### src/rtl/csa_pkg.sv
// Shared types and helpers for the block-serial carry-select adder/subtractor.
//   state_e   : controller states (idle, slice processing, result hold)
//   idx_width : width of the slice index, never below one bit
package csa_pkg;

    typedef enum logic [1:0] {
        StIdle,
        StRun,
        StDone
    } state_e;

    // A single-slice configuration still needs a one-bit index register.
    function automatic int unsigned idx_width(input int unsigned nblk);
        if (nblk > 1) begin
            return $clog2(nblk);
        end
        return 1;
    endfunction

endpackage

### src/rtl/csa_seq_addsub_if.sv
// Operand/result bus of csa_seq_addsub.
//   in_valid/in_ready   : operand handshake (a, b, sub, c_in)
//   out_valid/out_ready : result handshake (s, c_out, ovf)
//   master : operand producer and result consumer side
//   slave  : the arithmetic block
interface csa_seq_addsub_if #(
    parameter int unsigned WIDTH = 16
);
    logic             in_valid;
    logic             in_ready;
    logic [WIDTH-1:0] a;
    logic [WIDTH-1:0] b;
    logic             sub;
    logic             c_in;
    logic             out_valid;
    logic             out_ready;
    logic [WIDTH-1:0] s;
    logic             c_out;
    logic             ovf;

    modport master (
        output in_valid, a, b, sub, c_in, out_ready,
        input  in_ready, out_valid, s, c_out, ovf
    );

    modport slave (
        input  in_valid, a, b, sub, c_in, out_ready,
        output in_ready, out_valid, s, c_out, ovf
    );

endinterface

### src/rtl/csa_dual_block.sv
// One carry-select slice: adds a BLOCK-bit slice pair under both carry-in
// hypotheses so the caller only has to pick one result with the real carry.
//   a_i, b_i         : operand slices
//   sum0_o, cout0_o  : result assuming carry-in 0
//   sum1_o, cout1_o  : result assuming carry-in 1
module csa_dual_block #(
    parameter int unsigned BLOCK = 4
) (
    input  logic [BLOCK-1:0] a_i,
    input  logic [BLOCK-1:0] b_i,
    output logic [BLOCK-1:0] sum0_o,
    output logic [BLOCK-1:0] sum1_o,
    output logic             cout0_o,
    output logic             cout1_o
);

    localparam logic [BLOCK:0] One = {{BLOCK{1'b0}}, 1'b1};

    logic [BLOCK:0] sum_c0;
    logic [BLOCK:0] sum_c1;

    assign sum_c0 = {1'b0, a_i} + {1'b0, b_i};
    assign sum_c1 = {1'b0, a_i} + {1'b0, b_i} + One;

    assign {cout0_o, sum0_o} = sum_c0;
    assign {cout1_o, sum1_o} = sum_c1;

endmodule

### src/rtl/csa_seq_addsub.sv
// Block-serial carry-select adder/subtractor.
// Operands are captured once on acceptance, then one BLOCK-bit slice is
// resolved per cycle (LSB slice first) by a single time-multiplexed dual
// slice adder; the registered carry picks the matching hypothesis.
//   clk, rst_n : clock and asynchronous active-low reset
//   bus        : slave side of csa_seq_addsub_if (operands in, result out)
// Result: {c_out, s} = a + beff + cin_eff, with beff/cin_eff inverted for
// subtract, so c_out is NOT-borrow when subtracting; ovf is signed overflow.
module csa_seq_addsub
    import csa_pkg::*;
#(
    parameter int unsigned WIDTH = 16,
    parameter int unsigned BLOCK = 4
) (
    input  logic              clk,
    input  logic              rst_n,
    csa_seq_addsub_if.slave   bus
);

    localparam int unsigned NBLK = WIDTH / BLOCK;
    localparam int unsigned IW   = idx_width(NBLK);
    localparam logic [IW-1:0] LastIdx = IW'(NBLK - 1);

    if ((BLOCK == 0) || ((WIDTH % BLOCK) != 0)) begin : gen_width_check
        $error("csa_seq_addsub: WIDTH must be a non-zero multiple of BLOCK");
    end

    state_e state_q, state_d;

    // Operands and result held as slice arrays so the slice index selects directly.
    logic [NBLK-1:0][BLOCK-1:0] a_q, a_d;
    logic [NBLK-1:0][BLOCK-1:0] beff_q, beff_d;
    logic [NBLK-1:0][BLOCK-1:0] s_q, s_d;
    logic [IW-1:0]              idx_q, idx_d;
    logic                       carry_q, carry_d;
    logic                       c_out_q, c_out_d;
    logic                       ovf_q, ovf_d;

    logic             in_ready;
    logic             out_valid;
    logic             last_blk;
    logic [BLOCK-1:0] sum0, sum1, sum_sel;
    logic             cout0, cout1, cout_sel;

    csa_dual_block #(
        .BLOCK (BLOCK)
    ) u_dual_block (
        .a_i     (a_q[idx_q]),
        .b_i     (beff_q[idx_q]),
        .sum0_o  (sum0),
        .sum1_o  (sum1),
        .cout0_o (cout0),
        .cout1_o (cout1)
    );

    assign sum_sel  = carry_q ? sum1 : sum0;
    assign cout_sel = carry_q ? cout1 : cout0;
    assign last_blk = (idx_q == LastIdx);

    // State register
    always_ff @(posedge clk or negedge rst_n) begin
        if (!rst_n) begin
            state_q <= StIdle;
        end else begin
            state_q <= state_d;
        end
    end

    // Next-state logic
    always_comb begin
        state_d = state_q;
        unique case (state_q)
            StIdle: if (bus.in_valid) state_d = StRun;
            StRun:  if (last_blk) state_d = StDone;
            StDone: if (bus.out_ready) state_d = StIdle;
            default: state_d = StIdle;
        endcase
    end

    // Handshake outputs
    always_comb begin
        in_ready  = 1'b0;
        out_valid = 1'b0;
        unique case (state_q)
            StIdle:  in_ready = 1'b1;
            StRun:   ;
            StDone:  out_valid = 1'b1;
            default: ;
        endcase
    end

    // Datapath next state
    always_comb begin
        a_d     = a_q;
        beff_d  = beff_q;
        s_d     = s_q;
        idx_d   = idx_q;
        carry_d = carry_q;
        c_out_d = c_out_q;
        ovf_d   = ovf_q;
        if (state_q == StIdle) begin
            if (bus.in_valid) begin
                a_d     = bus.a;
                beff_d  = bus.sub ? ~bus.b : bus.b;
                carry_d = bus.sub ^ bus.c_in;
                idx_d   = '0;
            end
        end else if (state_q == StRun) begin
            s_d[idx_q] = sum_sel;
            carry_d    = cout_sel;
            idx_d      = idx_q + IW'(1);
            if (last_blk) begin
                idx_d   = '0;
                c_out_d = cout_sel;
                // Operand signs agree but the result sign differs.
                ovf_d   = (a_q[NBLK-1][BLOCK-1] == beff_q[NBLK-1][BLOCK-1]) &&
                          (sum_sel[BLOCK-1] != a_q[NBLK-1][BLOCK-1]);
            end
        end
    end

    always_ff @(posedge clk or negedge rst_n) begin
        if (!rst_n) begin
            a_q     <= '0;
            beff_q  <= '0;
            s_q     <= '0;
            idx_q   <= '0;
            carry_q <= 1'b0;
            c_out_q <= 1'b0;
            ovf_q   <= 1'b0;
        end else begin
            a_q     <= a_d;
            beff_q  <= beff_d;
            s_q     <= s_d;
            idx_q   <= idx_d;
            carry_q <= carry_d;
            c_out_q <= c_out_d;
            ovf_q   <= ovf_d;
        end
    end

    assign bus.in_ready  = in_ready;
    assign bus.out_valid = out_valid;
    assign bus.s         = s_q;
    assign bus.c_out     = c_out_q;
    assign bus.ovf       = ovf_q;

endmodule

### src/flat_wrapper.sv
// flat-port wrapper written by rule: the top's interface ports become plain ports
module csa_seq_addsub_flat import csa_pkg::*;
#(
    parameter int unsigned WIDTH = 16,
    parameter int unsigned BLOCK = 4
)
  (clk, rst_n, bus_in_valid, bus_a, bus_b, bus_sub, bus_c_in, bus_out_ready, bus_in_ready, bus_out_valid, bus_s, bus_c_out, bus_ovf);
  csa_seq_addsub_if #(.WIDTH(WIDTH)) bus_i ();
  input  logic clk;
  input  logic rst_n;
  input wire logic [$bits(bus_i.in_valid)-1:0] bus_in_valid;
  input wire logic [$bits(bus_i.a)-1:0] bus_a;
  input wire logic [$bits(bus_i.b)-1:0] bus_b;
  input wire logic [$bits(bus_i.sub)-1:0] bus_sub;
  input wire logic [$bits(bus_i.c_in)-1:0] bus_c_in;
  input wire logic [$bits(bus_i.out_ready)-1:0] bus_out_ready;
  output wire logic [$bits(bus_i.in_ready)-1:0] bus_in_ready;
  output wire logic [$bits(bus_i.out_valid)-1:0] bus_out_valid;
  output wire logic [$bits(bus_i.s)-1:0] bus_s;
  output wire logic [$bits(bus_i.c_out)-1:0] bus_c_out;
  output wire logic [$bits(bus_i.ovf)-1:0] bus_ovf;
  assign bus_i.in_valid = bus_in_valid;
  assign bus_i.a = bus_a;
  assign bus_i.b = bus_b;
  assign bus_i.sub = bus_sub;
  assign bus_i.c_in = bus_c_in;
  assign bus_i.out_ready = bus_out_ready;
  assign bus_in_ready = bus_i.in_ready;
  assign bus_out_valid = bus_i.out_valid;
  assign bus_s = bus_i.s;
  assign bus_c_out = bus_i.c_out;
  assign bus_ovf = bus_i.ovf;
  csa_seq_addsub #(.WIDTH(WIDTH), .BLOCK(BLOCK)) u_core (.clk(clk), .rst_n(rst_n), .bus(bus_i));
endmodule
### config.mk
export PLATFORM = sky130hd
export DESIGN_NAME = csa_seq_addsub_flat
export DESIGN_NICKNAME = d
export VERILOG_FILES = /design/src/rtl/csa_pkg.sv /design/src/rtl/csa_seq_addsub_if.sv /design/src/rtl/csa_dual_block.sv /design/src/rtl/csa_seq_addsub.sv /design/src/flat_wrapper.sv
export SDC_FILE = /design/constraint.sdc
export NUM_CORES = 1
export LEC_CHECK = 0
export CAP_MARGIN = 20
export CORE_UTILIZATION = 54
export DETAILED_ROUTE_END_ITERATION = 10
export GPL_TIMING_DRIVEN = 0
export PLACE_DENSITY = 0.91
export SYNTH_ARGS = -nofsm -noshare
export SYNTH_HDL_FRONTEND = slang
export SYNTH_SLANG_ARGS = --single-unit
export TNS_END_PERCENT = 50
### constraint.sdc
create_clock -name clk -period 6.71 [get_ports clk]
set_input_delay 1.0065 -clock clk [delete_from_list [all_inputs] [get_ports clk]]
set_output_delay 1.0065 -clock clk [all_outputs]
set_load 0.05 [all_outputs]
==> results of run 1 <==
-- worst max-delay path, delay by kind of cell, from the launching register on --
family,cells,cell delay [ns]
flip-flops,1,0.44
multiplexers,2,0.68
buffers and inverters,1,0.33
adder cells (fa/ha/maj),2,0.73
AND/OR/NAND/NOR,1,0.51
XOR/XNOR,1,0.23
AO/OA/AOI/OAI,2,0.32
-- sequential cells by signal, summed over array words and instances, names as in the netlist --
| signal | flops |
|---|---|
| u_core.bus.s | 16 |
| u_core.a_q | 16 |
| u_core.state_q | 2 |
| u_core.beff_q | 16 |
| u_core.bus.ovf | 1 |
| u_core.idx_q | 2 |
| u_core.bus.c_out | 1 |
| u_core.carry_q | 1 |
-- worst max path at each step --
| stage | startpoint | to | cells after the start |
|---|---|---|---|
| global route | u_core.idx_q[0]$_DFFE_PN0P_ | u_core.bus.c_out$_DFFE_PN0P_ | 9 |
| CTS | u_core.idx_q[0]$_DFFE_PN0P_ | u_core.bus.ovf$_DFFE_PN0P_ | 9 |
| finish | u_core.idx_q[0]$_DFFE_PN0P_ | u_core.bus.ovf$_DFFE_PN0P_ | 9 |
| floorplan | u_core.idx_q[0]$_DFFE_PN0P_ | u_core.bus.ovf$_DFFE_PN0P_ | 9 |
| global placement | rst_n | u_core.state_q[1]$_DFFE_PN0P_ | 1 |
| detailed placement | u_core.idx_q[0]$_DFFE_PN0P_ | u_core.bus.ovf$_DFFE_PN0P_ | 9 |
-- per-stage QoR --
| step | setup WS (ns) | area, µm² |
|---|---|---|
| final | 3.37 | 3420 |
| after global routing | 3.22 | 3420 |
| after CTS | 3.36 | 3420 |
| after detailed placement | 3.37 | 3330 |
| after global placement | 3.07 | 3310 |
| after floorplan | 3.64 | 2670 |
-- per-layer routing --
metal | track usage | part of all wire | vias to the layer above
met3 | 0.0472 | 0.049 | 9
met1 | 0.294 | 0.40 | 967
met5 | 0 | 0 | -
met4 | 0.0697 | 0.015 | 0
li1 | - | - | 937
met2 | 0.395 | 0.53 | 71
-- cells by family after synthesis --
family,after synthesis,share of synthesized area
buffers and inverters,16,0.0248
muxes,27,0.146
adders and majority gates,10,0.0497
DFF,55,0.515
xor gates and xnor gates,21,0.0689
and+or+nand+nor,55,0.0876
AOI/OAI and AO/OA,50,0.107
-- layout make-up --
type,instances,share of cell area
plain buffers,12,0.0150
clock buffers,7,0.0252
clock inverters,1,0.00256
inverters,4,0.00438
multi-input cells,163,0.358
flip-flops and latches,55,0.402
well taps,67,0.0245
repair buffers,57,0.168
-- synthesized netlist by cell type, types with 2 or more instances --
library cell	n
a21oi_1	19
buf_2	5
xnor2_1	20
nand4_1	2
o22ai_1	2
nor2_1	23
mux2i_1	3
clkbuf_1	7
mux4_2	8
mux2_2	16
nand2_1	22
dfrtp_1	55
o21ai_0	19
inv_1	4
ha_1	9
a22o_1	2
==> results.sh, run 1 <==
export IMPL_yosysTopAreaCell="dfrtp_1"
export IMPL_syn_area_um2=2670
export IMPL_coreArea_um2=4750
export IMPL_synth_avg_cell_area_um2=11.4
export IMPL_status="completed"
export IMPL_rsz0062_at_grt="false"
export IMPL_slowest_stage="mux4_2"
export IMPL_first_pass_iters=4
export IMPL_drt_total_wl_um=5300
export IMPL_grt_overflow_total=0
export IMPL_drv_cap=0
export IMPL_antenna_found_initial=0
export IMPL_regArea_um2=1380
export IMPL_final_setup_tns_ns=0
export IMPL_r2r_end="u_core.bus.ovf$_DFFE_PN0P_"
export IMPL_clockBufferDepth=2
export IMPL_cts_buffers=5
export IMPL_clkSinkCount=55
export IMPL_clockRootBuffer="clkbuf_8"
export IMPL_drt_initial_drc_count=106
export IMPL_postSynthCellCount=234
export IMPL_worstHoldStart="u_core.bus.s[5]$_DFFE_PN0P_"
export IMPL_syn_nets=282
export IMPL_dp_cells=358
export IMPL_final_core_util=0.720
export IMPL_yosysUniqueCellTypes=34
export IMPL_synth_seq_cells=55
export IMPL_diodes=0
export IMPL_final_cell_mix="clkdlybuf4s50_1 (55), dfrtp_1 (55), nor2_1 (23)"
export IMPL_layout_nets=346
export IMPL_die_area_um2=5230
export IMPL_clock_fmax_ghz=0.299
export IMPL_skew_ns=0.00442
export IMPL_postCtsSetupBuffers=0
export IMPL_synth_edf_count=0
export IMPL_setup_violations=0
export IMPL_clock_latency_ns=0.31
export IMPL_clk_pin_slew_worst_paths_ns=0.09
export IMPL_finalHoldViolations=0
export IMPL_ys_seq_area_frac=0.515
export IMPL_multi_input_area_um2=1230
export IMPL_max_stage_delay_ns=0.55
export IMPL_rows=25
export IMPL_die_w_um=72.3
export IMPL_wl_per_cell_um=14.5
export IMPL_fillers=362
export IMPL_synth_top_area_frac=0.515
export IMPL_worst_pin_slew_ns=0.561
export IMPL_r2r_cells=9
export IMPL_ctsResizeCount=0
export IMPL_holdBufCountCts=0
export IMPL_maxSlewHeadroom=0.626
export IMPL_ios=58
export IMPL_cp_max_fo=10
export IMPL_critPathKind="reg2reg"
export IMPL_start_util=0.562
export IMPL_portBuffers=56
export IMPL_r2r_start="u_core.idx_q[0]$_DFFE_PN0P_"
export IMPL_whs_ns=0.484
export IMPL_crit_path_start_kind="register"
export IMPL_postSynth_asyncResetShare=1.00
export IMPL_fin_crit_sh=0.498
export IMPL_synth_main_ff_cell="dfrtp_1"
export IMPL_yosys_top_cells_area="dfrtp_1 (52%), mux2_2 (6.7%), mux4_2 (6.7%)"
export IMPL_htreeDepth=2
export IMPL_grt_max_degree=35
export IMPL_arrival_ns=3.55
export IMPL_viasPerCell=5.42
export IMPL_cp_end_kind="register"
export IMPL_synth_warnings=0
export IMPL_crit_chain="buf_2 -> mux4_2 -> ha_1 -> fa_1 -> xnor2_1 -> or4_1 -> o211a_2 -> mux2i_1 -> a21o_1"
export IMPL_die_h_um=72.3
export IMPL_final_layout_size_suffix_gt1_frac=0.140
export IMPL_ff2ff_setup_slack_ns=3.37
export IMPL_cts_tree="done"
export IMPL_holdCritPathClass="reg2reg"
export IMPL_stdcell_count=366
export IMPL_drc_errors=0
export IMPL_dp_final_hpwl_um=4170
export IMPL_grt_first_pass_wirelength_um=9150
export IMPL_routabilityCongestion=0.794
export IMPL_drtAntennaViolNets=0
export IMPL_vias=1984
export IMPL_cp_required_ns=6.92
export IMPL_grt_total_usage=0.229
export IMPL_hold_depth=2
export IMPL_min_to="u_core.bus.s[5]$_DFFE_PN0P_"
export IMPL_drv_slew=0
export IMPL_grt_pass1_vias=1983
export IMPL_area_delta_synth_final_pct=28.3
export IMPL_min_period_ns=3.34
Power of run 1 is not shown: default switching activity piles up to over one toggle a cycle in this logic, so the estimate is an artifact.
==> run 2: changes to the inputs <==
--- a/config.mk
+++ b/config.mk
@@ -6,10 +6,10 @@
 export NUM_CORES = 1
 export LEC_CHECK = 0
 export CAP_MARGIN = 20
-export CORE_UTILIZATION = 54
+export CORE_UTILIZATION = 46
 export DETAILED_ROUTE_END_ITERATION = 10
 export GPL_TIMING_DRIVEN = 0
-export PLACE_DENSITY = 0.91
+export PLACE_DENSITY = 0.83
 export SYNTH_ARGS = -nofsm -noshare
 export SYNTH_HDL_FRONTEND = slang
 export SYNTH_SLANG_ARGS = --single-unit
==> constraint.sdc (replaced) <==
create_clock -name clk -period 2.7 [get_ports clk]
set_input_delay 0.405 -clock clk [delete_from_list [all_inputs] [get_ports clk]]
set_output_delay 0.405 -clock clk [all_outputs]
set_load 0.05 [all_outputs]
==> run 2 against run 1 <==
The run now ends with setup timing left. First-iteration DRC count is 25% lower. Setup slack worse by 3.6 ns. Core utilization is 5.9 points lower. Final cell count is 3.8% higher. Wire length is 11% higher. Register-to-register slack worse by 3.6 ns. Clock-buffer cell count is 2 lower. Sequential share of layout area is 2.6 points lower.
==> results.sh, run 2 (same netlist as run 1, synthesis figures left out) <==
export IMPL_crit_family="adder cells"
export IMPL_cp_required_ns=2.90
export IMPL_htreeDepth=2
export IMPL_grt_pass1_vias=2107
export IMPL_violations="setup timing"
export IMPL_slowest_stage="fa_2"
export IMPL_ff2ff_setup_slack_ns=-0.21
export IMPL_clockRootBuffer="clkbuf_8"
export IMPL_min_period_ns=2.91
export IMPL_diodes=0
export IMPL_routabilityCongestion=0.785
export IMPL_first_pass_iters=4
export IMPL_critPathKind="reg2reg"
export IMPL_whs_ns=0.0685
export IMPL_max_stage_delay_ns=0.56
export IMPL_ios=58
export IMPL_dp_final_hpwl_um=4170
export IMPL_drv_cap=0
export IMPL_met3_length_um=255
export IMPL_grt_overflow_total=0
export IMPL_wl_met1_um=2340
export IMPL_layout_nets=355
export IMPL_drt_total_wl_um=5860
export IMPL_grt_first_pass_wirelength_um=9730
export IMPL_drtAntennaViolNets=0
export IMPL_cp_end_kind="register"
export IMPL_crit_chain="buf_12 -> mux4_2 -> ha_4 -> fa_2 -> nand4_1 -> or4_4 -> o211a_4 -> mux2i_1 -> a21o_1"
export IMPL_finalHoldViolations=0
export IMPL_holdBufCountCts=0
export IMPL_rsz0062_at_grt="true"
export IMPL_cp_max_fo=5
export IMPL_placed_area_um2=3350
export IMPL_routed_top_layer="met4"
export IMPL_antenna_found_initial=0
export IMPL_final_cell_mix="clkdlybuf4s50_1 (55), dfrtp_1 (54), nor2_1 (23)"
export IMPL_worst_path_buf_inv=1
export IMPL_die_h_um=78.2
export IMPL_holdCritPathClass="in2async"
export IMPL_die_w_um=78.2
export IMPL_drt_initial_drc_count=80
export IMPL_maxSlewHeadroom=0.633
export IMPL_viasPerCell=5.41
export IMPL_fin_crit_sh=1.08
export IMPL_start_util=0.482
export IMPL_grt_max_degree=33
export IMPL_timing_final_ws_setup_ns=-0.214
export IMPL_fin_area_um2=3670
export IMPL_status="finished, violations left"
export IMPL_worst_pin_slew_ns=0.551
export IMPL_clock_latency_ns=0.31
export IMPL_rows=27
export IMPL_area_delta_synth_final_pct=37.3
export IMPL_final_core_util=0.662
export IMPL_final_layout_size_suffix_gt1_frac=0.218
export IMPL_cts_buffers=5
export IMPL_clockBufferDepth=2
export IMPL_drv_slew=0
export IMPL_clock_fmax_ghz=0.343
export IMPL_coreArea_um2=5540
export IMPL_clk_pin_slew_worst_paths_ns=0.10
export IMPL_setup_violations=11
export IMPL_die_area_um2=6110
export IMPL_wl_per_cell_um=15.4
export IMPL_final_common_cell="clkdlybuf4s50_1"
export IMPL_wl_met2_um=3140
export IMPL_place_ws_ns=-0.415
export IMPL_clkSinkCount=55
export IMPL_arrival_ns=3.12
export IMPL_portBuffers=56
export IMPL_skew_ns=0.00639
export IMPL_drc_errors=0
export IMPL_grt_total_usage=0.204
export IMPL_cts_tree="done"
export IMPL_vias=2056
export IMPL_crit_path_start_kind="register"
-- run 2: changes by cell type in the layout (fill, tap and decap cells not counted), sizes merged --
cell,before,now
bufinv,0,2
clkbuf,14,12
clkinv,1,0
clkinvlp,0,1
buf,7,16
-- run 2: per-stage QoR --
stage | cells | TNS (ns)
finish | 380 | -0.933
CTS | 375 | -0.616
detailed placement | 363 | -3.90
global route | 380 | -1.85
global placement | 362 | -23.24
floorplan | 234 | -0.129
-- run 2: path summary, 6_finish.rpt --
path                                                   start                           end  cells past startpoint
worst max-delay path             u_core.idx_q[0]$_DFFE_PN0P_    u_core.bus.ovf$_DFFE_PN0P_                      9
worst min-delay path                                   rst_n   u_core.bus.s[1]$_DFFE_PN0P_                      1
worst max register to register   u_core.idx_q[0]$_DFFE_PN0P_    u_core.bus.ovf$_DFFE_PN0P_                      9
worst min register to register  u_core.bus.c_out$_DFFE_PN0P_  u_core.bus.c_out$_DFFE_PN0P_                      2
max in group asynchronous                              rst_n  u_core.beff_q[1]$_DFFE_PN0P_                      2
min in group clk                u_core.bus.c_out$_DFFE_PN0P_  u_core.bus.c_out$_DFFE_PN0P_                      2
-- run 2: final cells by class --
| cell class | instances | area (µm²) |
|---|---|---|
| Fill cell | 427 | 1870 |
| Tap cell | 72 | 90.1 |
| Buffer | 12 | 70.1 |
| Multi-Input combinational cell | 163 | 1330 |
| Timing Repair Buffer | 66 | 647 |
| Sequential cell | 55 | 1380 |
| Clock buffer | 5 | 68.8 |
| Clock inverter | 3 | 67.6 |
| Inverter | 4 | 15.0 |
-- run 2: what timing repair did --
| item | 4_1_cts | 5_1_grt |
|---|---|---|
| endpoints found under the setup margin | 15 | 15 |
| pin swaps | 6 | 6 |
| resized for setup | 14 | 12 |
| cloned | 0 | 0 |
| buffers inserted | 4 | 5 |
-- run 2: layer usage --
metal,up-vias,GRT usage
li1,960,-
met1,1011,0.250
met2,71,0.372
met3,14,0.0360
met4,0,0.0500
met5,-,0
Power of run 2 is left out for the same reason.
